===== src/rtl/hilo_muldiv_pkg.sv =====
// Shared EXE op-code defines plus the FSM and accumulate-mode types of the HI/LO unit.
`ifndef EXE_OP_DEFINES
`define EXE_OP_DEFINES
`define EXE_NOP_OP    8'b00000000
`define EXE_MFHI_OP   8'b00010000
`define EXE_MTHI_OP   8'b00010001
`define EXE_MFLO_OP   8'b00010010
`define EXE_MTLO_OP   8'b00010011
`define EXE_MULT_OP   8'b00011000
`define EXE_MULTU_OP  8'b00011001
`define EXE_DIV_OP    8'b00011010
`define EXE_DIVU_OP   8'b00011011
`define EXE_MADD_OP   8'b10100110
`define EXE_MADDU_OP  8'b10101000
`define EXE_MSUB_OP   8'b10101010
`define EXE_MSUBU_OP  8'b10101011
`endif

package hilo_muldiv_pkg;

   typedef enum logic [1:0] {
      IDLE = 2'd0,
      MUL  = 2'd1,
      DIV  = 2'd2
   } state_t;

   // How the registered product is folded into HI:LO.
   typedef enum logic [1:0] {
      ACC_SET = 2'd0,
      ACC_ADD = 2'd1,
      ACC_SUB = 2'd2
   } acc_t;

endpackage


===== src/rtl/hilo_muldiv_div_iter.sv =====
// Restoring divider: one quotient bit per cycle, sign fix-up and divide-by-zero override on the last step.
module div_iter
   import hilo_muldiv_pkg::*;
#(
   parameter int WIDTH = 32
) (
   input  logic             clk,
   input  logic             rst,
   input  logic             start,
   input  logic             is_signed,
   input  logic [WIDTH-1:0] dividend,
   input  logic [WIDTH-1:0] divisor,
   input  logic             cancel,
   output logic             done,
   output logic [WIDTH-1:0] quotient,
   output logic [WIDTH-1:0] remainder
);
   localparam int CW = (WIDTH > 2) ? $clog2(WIDTH) : 1;
   localparam logic [CW-1:0] LAST = CW'(WIDTH - 1);

   logic          running;
   logic [CW-1:0] count;

   logic [WIDTH-1:0] rem_p0, quo_p0, dsr_p0, dvd_p0;
   logic             neg_q_p0, neg_r_p0, dz_p0;

   logic [WIDTH:0]   trial, diff;
   logic             take;
   logic [WIDTH-1:0] rem_nx, quo_nx;

   function automatic logic [WIDTH-1:0] cond_neg(input logic [WIDTH-1:0] v, input logic neg);
      return neg ? -v : v;
   endfunction

   always_comb begin
      trial  = {rem_p0, quo_p0[WIDTH-1]};
      diff   = trial - {1'b0, dsr_p0};
      take   = ~diff[WIDTH];
      rem_nx = take ? diff[WIDTH-1:0] : trial[WIDTH-1:0];
      quo_nx = {quo_p0[WIDTH-2:0], take};
   end

   assign done      = running && (count == LAST);
   assign quotient  = dz_p0 ? '1 : cond_neg(quo_nx, neg_q_p0);
   assign remainder = dz_p0 ? dvd_p0 : cond_neg(rem_nx, neg_r_p0);

   always_ff @(posedge clk) begin
      if (rst) begin
         running <= 1'b0;
         count   <= '0;
      end else if (start) begin
         running <= 1'b1;
         count   <= '0;
      end else if (cancel || done) begin
         running <= 1'b0;
      end else if (running) begin
         count <= count + 1'b1;
      end
   end

   // Operands are latched as magnitudes; signs are reapplied after the last step.
   always_ff @(posedge clk) begin
      if (start) begin
         rem_p0   <= '0;
         quo_p0   <= cond_neg(dividend, is_signed & dividend[WIDTH-1]);
         dsr_p0   <= cond_neg(divisor, is_signed & divisor[WIDTH-1]);
         neg_q_p0 <= is_signed & (dividend[WIDTH-1] ^ divisor[WIDTH-1]);
         neg_r_p0 <= is_signed & dividend[WIDTH-1];
         dz_p0    <= (divisor == '0);
         dvd_p0   <= dividend;
      end else if (running) begin
         rem_p0 <= rem_nx;
         quo_p0 <= quo_nx;
      end
   end

endmodule


===== src/rtl/hilo_muldiv.sv =====
// HI/LO unit: single-cycle multiply/accumulate, iterative divide, MTHI/MTLO writes and MFHI/MFLO reads.
module hilo_muldiv
   import hilo_muldiv_pkg::*;
#(
   parameter int WIDTH    = 32,
   parameter int HAS_MADD = 1
) (
   input  logic             clk,
   input  logic             rst,
   input  logic             valid,
   input  logic [7:0]       alucontrol,
   input  logic [WIDTH-1:0] rs_val,
   input  logic [WIDTH-1:0] rt_val,
   input  logic             cancel,
   output logic             busy,
   output logic             result_ok,
   output logic [WIDTH-1:0] hilo_out
);
   localparam int PW      = 2 * WIDTH;
   localparam bit MADD_EN = (HAS_MADD != 0);

   state_t           state;
   logic [WIDTH-1:0] hi, lo;

   logic signed [PW-1:0] prod_p0;
   acc_t                 acc_p0;

   logic                 accept, is_mul, is_div, mul_signed, div_signed;
   acc_t                 acc_sel;
   logic signed [PW-1:0] op_a, op_b, prod;
   logic [PW-1:0]        hilo_next;
   logic                 div_start, div_done;
   logic [WIDTH-1:0]     quo, rem;

   assign busy   = (state != IDLE);
   assign accept = valid && !busy && !cancel && !rst;

   always_comb begin
      is_mul     = 1'b0;
      is_div     = 1'b0;
      mul_signed = 1'b0;
      div_signed = 1'b0;
      acc_sel    = ACC_SET;
      case (alucontrol)
         `EXE_MULT_OP:  begin is_mul = 1'b1; mul_signed = 1'b1; end
         `EXE_MULTU_OP: is_mul = 1'b1;
         `EXE_MADD_OP:  begin is_mul = MADD_EN; mul_signed = 1'b1; acc_sel = ACC_ADD; end
         `EXE_MADDU_OP: begin is_mul = MADD_EN; acc_sel = ACC_ADD; end
         `EXE_MSUB_OP:  begin is_mul = MADD_EN; mul_signed = 1'b1; acc_sel = ACC_SUB; end
         `EXE_MSUBU_OP: begin is_mul = MADD_EN; acc_sel = ACC_SUB; end
         `EXE_DIV_OP:   begin is_div = 1'b1; div_signed = 1'b1; end
         `EXE_DIVU_OP:  is_div = 1'b1;
         default: ;
      endcase
   end

   always_comb begin
      op_a = {{WIDTH{mul_signed & rs_val[WIDTH-1]}}, rs_val};
      op_b = {{WIDTH{mul_signed & rt_val[WIDTH-1]}}, rt_val};
      prod = op_a * op_b;
   end

   always_comb begin
      case (acc_p0)
         ACC_ADD: hilo_next = {hi, lo} + prod_p0;
         ACC_SUB: hilo_next = {hi, lo} - prod_p0;
         default: hilo_next = prod_p0;
      endcase
   end

   assign div_start = accept && is_div;

   div_iter #(.WIDTH(WIDTH)) u_div (
      .clk       (clk),
      .rst       (rst),
      .start     (div_start),
      .is_signed (div_signed),
      .dividend  (rs_val),
      .divisor   (rt_val),
      .cancel    (cancel),
      .done      (div_done),
      .quotient  (quo),
      .remainder (rem)
   );

   // A cancel or reset in the completing cycle suppresses both the pulse and the write.
   assign result_ok = !cancel && !rst && ((state == MUL) || (state == DIV && div_done));

   always_comb begin
      hilo_out = '0;
      if (valid && alucontrol == `EXE_MFHI_OP) hilo_out = hi;
      else if (valid && alucontrol == `EXE_MFLO_OP) hilo_out = lo;
   end

   always_ff @(posedge clk) begin
      if (rst) begin
         state <= IDLE;
         hi    <= '0;
         lo    <= '0;
      end else begin
         case (state)
            IDLE: if (accept) begin
               if (is_mul) state <= MUL;
               else if (is_div) state <= DIV;
               if (alucontrol == `EXE_MTHI_OP) hi <= rs_val;
               if (alucontrol == `EXE_MTLO_OP) lo <= rs_val;
            end
            MUL: begin
               state <= IDLE;
               if (!cancel) {hi, lo} <= hilo_next;
            end
            DIV: begin
               if (cancel) begin
                  state <= IDLE;
               end else if (div_done) begin
                  state <= IDLE;
                  hi    <= rem;
                  lo    <= quo;
               end
            end
            default: state <= IDLE;
         endcase
      end
   end

   // Product stage: captured in the accept cycle, consumed in the MUL cycle.
   always_ff @(posedge clk) begin
      if (accept) begin
         prod_p0 <= prod;
         acc_p0  <= acc_sel;
      end
   end

endmodule


===== config.mk =====
export PLATFORM = sky130hd
export DESIGN_NAME = hilo_muldiv
export DESIGN_NICKNAME = d
export VERILOG_FILES = /design/src/rtl/hilo_muldiv_pkg.sv /design/src/rtl/hilo_muldiv_div_iter.sv /design/src/rtl/hilo_muldiv.sv
export SDC_FILE = /design/constraint.sdc
export NUM_CORES = 2
export LEC_CHECK = 0
export BUFFER_PORTS_ARGS = -buffer_cell sky130_fd_sc_hd__buf_2
export CAP_MARGIN = 20
export CORE_MARGIN = 3
export CORE_UTILIZATION = 70
export CTS_BUF_LIST = sky130_fd_sc_hd__clkbuf_8 sky130_fd_sc_hd__clkbuf_16
export DETAILED_ROUTE_END_ITERATION = 10
export PLACE_DENSITY = 0.94
export SETUP_SLACK_MARGIN = 0.5
export SLEW_MARGIN = 0
export SYNTH_ARGS = -nofsm -noshare
export SYNTH_HDL_FRONTEND = slang
export SYNTH_SLANG_ARGS = --single-unit

===== constraint.sdc =====
create_clock -name clk -period 16.6 [get_ports clk]
set_input_delay 0.83 -clock clk [delete_from_list [all_inputs] [get_ports clk]]
set_output_delay 0.83 -clock clk [all_outputs]
set_load 0.02 [all_outputs]

# Word-level counts from Yosys, hierarchy flattened
# Index checks and enable logic that the tools add are counted.
[word_totals]
ff_bits = 269
input_bits = 76
out_inout_bits = 34
elab_cells = 124
[classes]
n_addsub = 8
multipliers = 1
eq_ne = 25
mux = 37
n_bitwise = 8
reduce_logical = 31
[op_table]
columns = ["cell", "count"]
rows = [
  ["2-to-1 mux 32 bit", 21],
  ["case mux 32 bit (3 select lines)", 2],
  ["negator 32 bit", 4],
  ["case mux 64 bit (2 select lines)", 1],
  ["adder 64 bit", 1],
  ["equality test 8 x 5 -> 1 bit, second input constant", 8],
  ["multiplier 33 x 33 -> 64 bit", 1],
  ["subtractor 64 bit", 1],
  ["subtractor 33 x 32 -> 33 bit", 1],
  ["equality test 8 bit, second input constant", 4],
  ["zero test 32 bit", 1],
  ["!= test 2 bit, second input constant", 6],
  ["AND reduction 6 bit", 2],
  ["logical AND 1 bit", 10],
  ["2-to-1 mux 2 bit", 5],
  ["case mux 2 bit (2 select lines)", 2],
  ["OR reduction 2 bit", 4],
  ["2-to-1 mux 1 bit", 6],
  ["!= test 3 bit, second input constant", 2],
  ["nonzero test 2 bit", 3],
  ["OR reduction 6 bit", 1],
  ["adder 5 x 1 -> 5 bit, second input constant", 1],
  ["AND 1 bit", 5],
  ["equality test 5 bit, second input constant", 1],
  ["other kinds (11)", 17],
]

# Longest topological paths before layout
[depth]
depth_word = 8
ltp_mapped = 38
depth_no_buf = 36

# Cells and area by module
# From an unflattened synthesis, not the netlist that was laid out.
[unflattened]
hier_cells = 6984
hier_area_um2 = 60304.1
[by_module_without_submodules]
columns = ["module", "n_inst", "cells_per_inst", "area_per_inst_um2", "seq_area_each_um2"]
rows = [
  ["hilo_muldiv", 1, 5680, 49346.1, 3303.2],
  ["div_iter", 1, 1304, 10958.0, 3733.6],
]

# Worst setup path before layout
# No wires, ideal clock.
[synth_path]
kind = "input to register"
from = "in alucontrol[7]"
to = "reg prod_p0[63] (data pin)"
setup_time_ns = 0.264
arrival_ns = 10.050
required_ns = 16.336
path_slack_ns = 6.287
path_stages = 37
n_path_buf = 2
cell_sequence = "or4b_2 > nor2_1 > o21ai_0 > a21oi_1 > and2_0 > clkbuf_1 > clkbuf_1 > nand2_1 > inv_1 > fa_1 > inv_1 > fa_1 > inv_1 > fa_1 > fa_1 > inv_1 > fa_1 > inv_1 > fa_1 > inv_1 > fa_1 > fa_1 > inv_1 > ha_1 > nand4_1 > nor2_1 > nand2_1 > or4_1 > a31oi_1 > a21oi_1 > o41ai_1 > o21ai_0 > a211o_1 > o21a_1 > o21ai_1 > a221oi_1 > xnor2_1"
[synth_via]
elab_chain_len = 5
word_cells_on_any_way = 8
classes_between = "1 x mul; 3 x eq/ne; 1 x mux; 2 x bitwise; 1 x reduce/logical"
[synth_rtl]
columns = ["item", "line", "text"]
rows = [
  ["start, declared", "hilo_muldiv.sv:11", "input logic [7:0] alucontrol,"],
  ["equality test 8 bit / equality test 8 x 5 -> 1 bit (equally long branches)", "hilo_muldiv.sv:44", "case (alucontrol)"],
  ["OR reduction 3 bit (no source line) (*)", "--", ""],
  ["2-to-1 mux 1 bit (*)", "hilo_muldiv.sv:44", ""],
  ["AND 1 bit (on tied branches)", "hilo_muldiv.sv:58, hilo_muldiv.sv:59", ""],
  ["multiplier 33 x 33 -> 64 bit (*)", "hilo_muldiv.sv:60", "prod = op_a * op_b;"],
  ["via prod[63]", "hilo_muldiv.sv:30", "logic signed [PW-1:0] op_a, op_b, prod;"],
  ["end signal, assigned", "hilo_muldiv.sv:129", "prod_p0 <= prod;"],
  ["end, declared", "hilo_muldiv.sv:25", "logic signed [PW-1:0] prod_p0;"],
]
# Mark *: on every way through the listed nets, which the timed path passes. The rest lies on a longest branch.
# A chain may end at the register's enable or synchronous reset.

# Final worst setup path
[layout_path]
from = "in alucontrol[7]"
to = "reg prod_p0[62] (data pin)"
# The elaborated chain is that of the path after synthesis.

==> impl_results.md <==
- YS warnings: 0
- Congestion Overflow GR: 0
- Slew Limit Fails: 0
- Die H: 297.1 µm
- Root buffer cell: clkbuf_16
- HP Class: reg -> reg
- Clk_lat worst skew: 0.60 ns
- Share of layout cells above drive strength 1: 4.575%
- Setup TNS: 0 ns
- Post-synth top flop: edfxtp_1
- Total die area: 88280 µm²
- Synthesized instance count: 6769
- Period utilization: 70.14%
- Fin area: 61360 µm²
- Critical path capture point type: register
- DR pass1 iterations: 11
- Die X-Extent: 297.1 µm
- Total track usage: 44.98%
- Sequential area share after synthesis: 11.86%
- Rows: 106
- Clk buf depth: 3
- Most instantiated cells after synthesis: 1206 x inv_1, 1127 x fa_1, 951 x nand2_1, 360 x nor2_1, 335 x and2_1
- Layout Area Growth over Synthesis: 3.429%
- Startpoint Class: input pin
- PortBufs: 109
- Final hold violation count: 0
- Largest net degree at the start of global routing: 92
- Remaining antenna violation count after routing: 0
- Htree depth: 1
- Residual DRC count: 4
- Number of flops mapped to enable cells by yosys: 165
- Fill cells: 5596
- Final nets: 8101
- Worst Hold Slack: 0.4828 ns
- WL/cell: 25.76 µm
- Top cells by area, synth: fa_1 38%, edfxtp_1 8.4%, inv_1 7.6%, ha_1 6.7%, nand2_1 6.0%
- Fmax: 0.08589 GHz
- Share of synthesized registers carrying an async set or reset: 0%
- Critical path class: in -> reg
- Maxcap violations: 0
- CTS tree: built
- Slew headroom: 21.53%
- Max incr delay on CP: 0.89 ns
- CP dominant cell by count: fa_1
- # hold bufs at CTS: 0
- Yosys top cell by area: fa_1
- Average cell area after synthesis: 8.764 µm²
- Initial antenna violation count: 13
- Detailed Route WL: 199.4 mm
- Syn Nets: 8291
- DR vias/cell: 6.642
- TritonCTS Buffers: 28
- Required time of the critical path: 16.94 ns
- RR Startpoint: prod_p0[10]$_DFFE_PP_
- CP startpoint: alucontrol[7]
- Post-CTS Setup Bufs: 0
- Cts repair resizes: 0
- Final min period: 11.64 ns
- CP max FO: 19
- Core area: 83820 µm²
- Final setup fails: 0
- Arrival @ worst endpoint: 11.98 ns
- Cell Area, Synth: 59330 µm²
- Initial Utilization: 70.78%
- CTS clk-pin slew, worst paths: 0.07 ns
- # IOs: 110
- Status: finished with violations
- Vias in the first global route: 54649
- Top-count cell post-synth: inv_1
- Yosys top cell area share: 38.03%
- Hold Crit Start: lo[12]$_SDFFE_PP0P_
- Final Wtd Congestion: 1.052
- Yosys reg bits: 269
- Via Count: 51412
- Hpwl dp: 148.0 mm
- Slew @ Worst Pin: 1.173 ns
- Violated checks: DRC
- Post-synth cell types: 99
- Clk sink count: 269
- Area after DPL: 60320 µm²
- Initial DRC Count: 7106
- Clock skew: 0.03918 ns
- Worst path slowest cell: and2_0
- Global-route wire length before repair: 305.2 mm
- RSZ-0062 raised after global routing: no
[flip-flops by register name, summed over array words and instances, names as in the netlist]
signal,cells
u_div.running,1
u_div.neg_q_p0,1
acc_p0,2
u_div.dsr_p0,32
state,2
u_div.neg_r_p0,1
lo,32
u_div.rem_p0,32
u_div.count,5
u_div.dz_p0,1
u_div.dvd_p0,32
hi,32
u_div.quo_p0,32
prod_p0,64
[final cells by class]
cell class	instances	area (µm²)	share of cell area, %
Antenna cell	5	12.51	0.02039
Clock buffer	29	725.7	1.183
Clock inverter	23	251.5	0.4099
Inverter	1207	4531	7.384
Multi-Input combinational cell	4884	46210	75.31
Sequential cell	269	7038	11.47
Tap cell	1134	1419	2.312
Timing Repair Buffer	189	1171	1.909
[worst max-delay path: cells and delay by family]
kind	cells	cell delay [ns]
AO/OA/AOI/OAI	11	3.10
buffers and inverters	5	1.15
AND/OR/NAND/NOR	5	2.13
XOR/XNOR	1	0.15
adder cells (fa/ha/maj)	9	4.58
[cells by family (layout without fill, tap and decap cells)]
| kind of cell | count (synthesis) | in the layout | share of synthesized area, % |
|---|---|---|---|
| AOI/OAI and AO/OA | 981 | 981 | 10.86 |
| xor gates and xnor gates | 333 | 333 | 4.916 |
| adders and majority gates | 1446 | 1446 | 44.76 |
| buffers and inverters | 1616 | 1448 | 10.28 |
| DFF | 269 | 269 | 11.86 |
| muxes | 79 | 79 | 1.358 |
| other | 0 | 5 | 0 |
| and+or+nand+nor | 2045 | 2045 | 15.97 |
[stage by stage]
stage               setup WS [ns]  std cells  util, %
floorplan                   6.287       6769        -
global placement            4.640       7680    71.97
detailed placement          4.262       7680    71.97
CTS                         4.808       7732    73.13
global route                4.546       7737    73.20
finish                      4.957       7740    73.20
[layer usage]
metal  up-vias  routed length (µm)  global-route usage [%]
li1      20888                   -                       -
met5         -                  77                       0
met3      1392               32740                   16.27
met4        10               18210                   32.55
met1     24592               62810                   53.51
met2      4530               85580                   67.83
[cell usage in the layout, fill, tap and decap left out, types with 77 or more instances in the layout]
| master | Yosys | layout |
|---|---|---|
| nand2_1 | 951 | 951 |
| o21ai_0 | 183 | 182 |
| a21o_1 | 91 | 91 |
| buf_2 | 15 | 109 |
| nor2_1 | 360 | 358 |
| buf_4 | 2 | 77 |
| ha_1 | 319 | 317 |
| dfxtp_1 | 104 | 103 |
| a21oi_1 | 306 | 304 |
| fa_1 | 1127 | 1127 |
| and2_1 | 335 | 335 |
| edfxtp_1 | 165 | 165 |
| xnor2_1 | 246 | 246 |
| inv_1 | 1206 | 1206 |
| nor3_1 | 87 | 87 |
| xor2_1 | 87 | 87 |
[path summary, 6_finish.rpt]
| check | to | slack [ns] | depth (start not counted) |
|---|---|---|---|
| max reg2reg | hi[21]$_SDFFE_PP0P_ | 9.28 | 20 |
| min reg2reg | lo[12]$_SDFFE_PP0P_ | 0.48 | 2 |
| max | prod_p0[62]$_DFFE_PP_ | 4.96 | 31 |
| min | lo[12]$_SDFFE_PP0P_ | 0.48 | 2 |
Power is left out: the tool's default activity adds up to more than one toggle a clock period on the data nets, which glitch-free logic cannot reach.
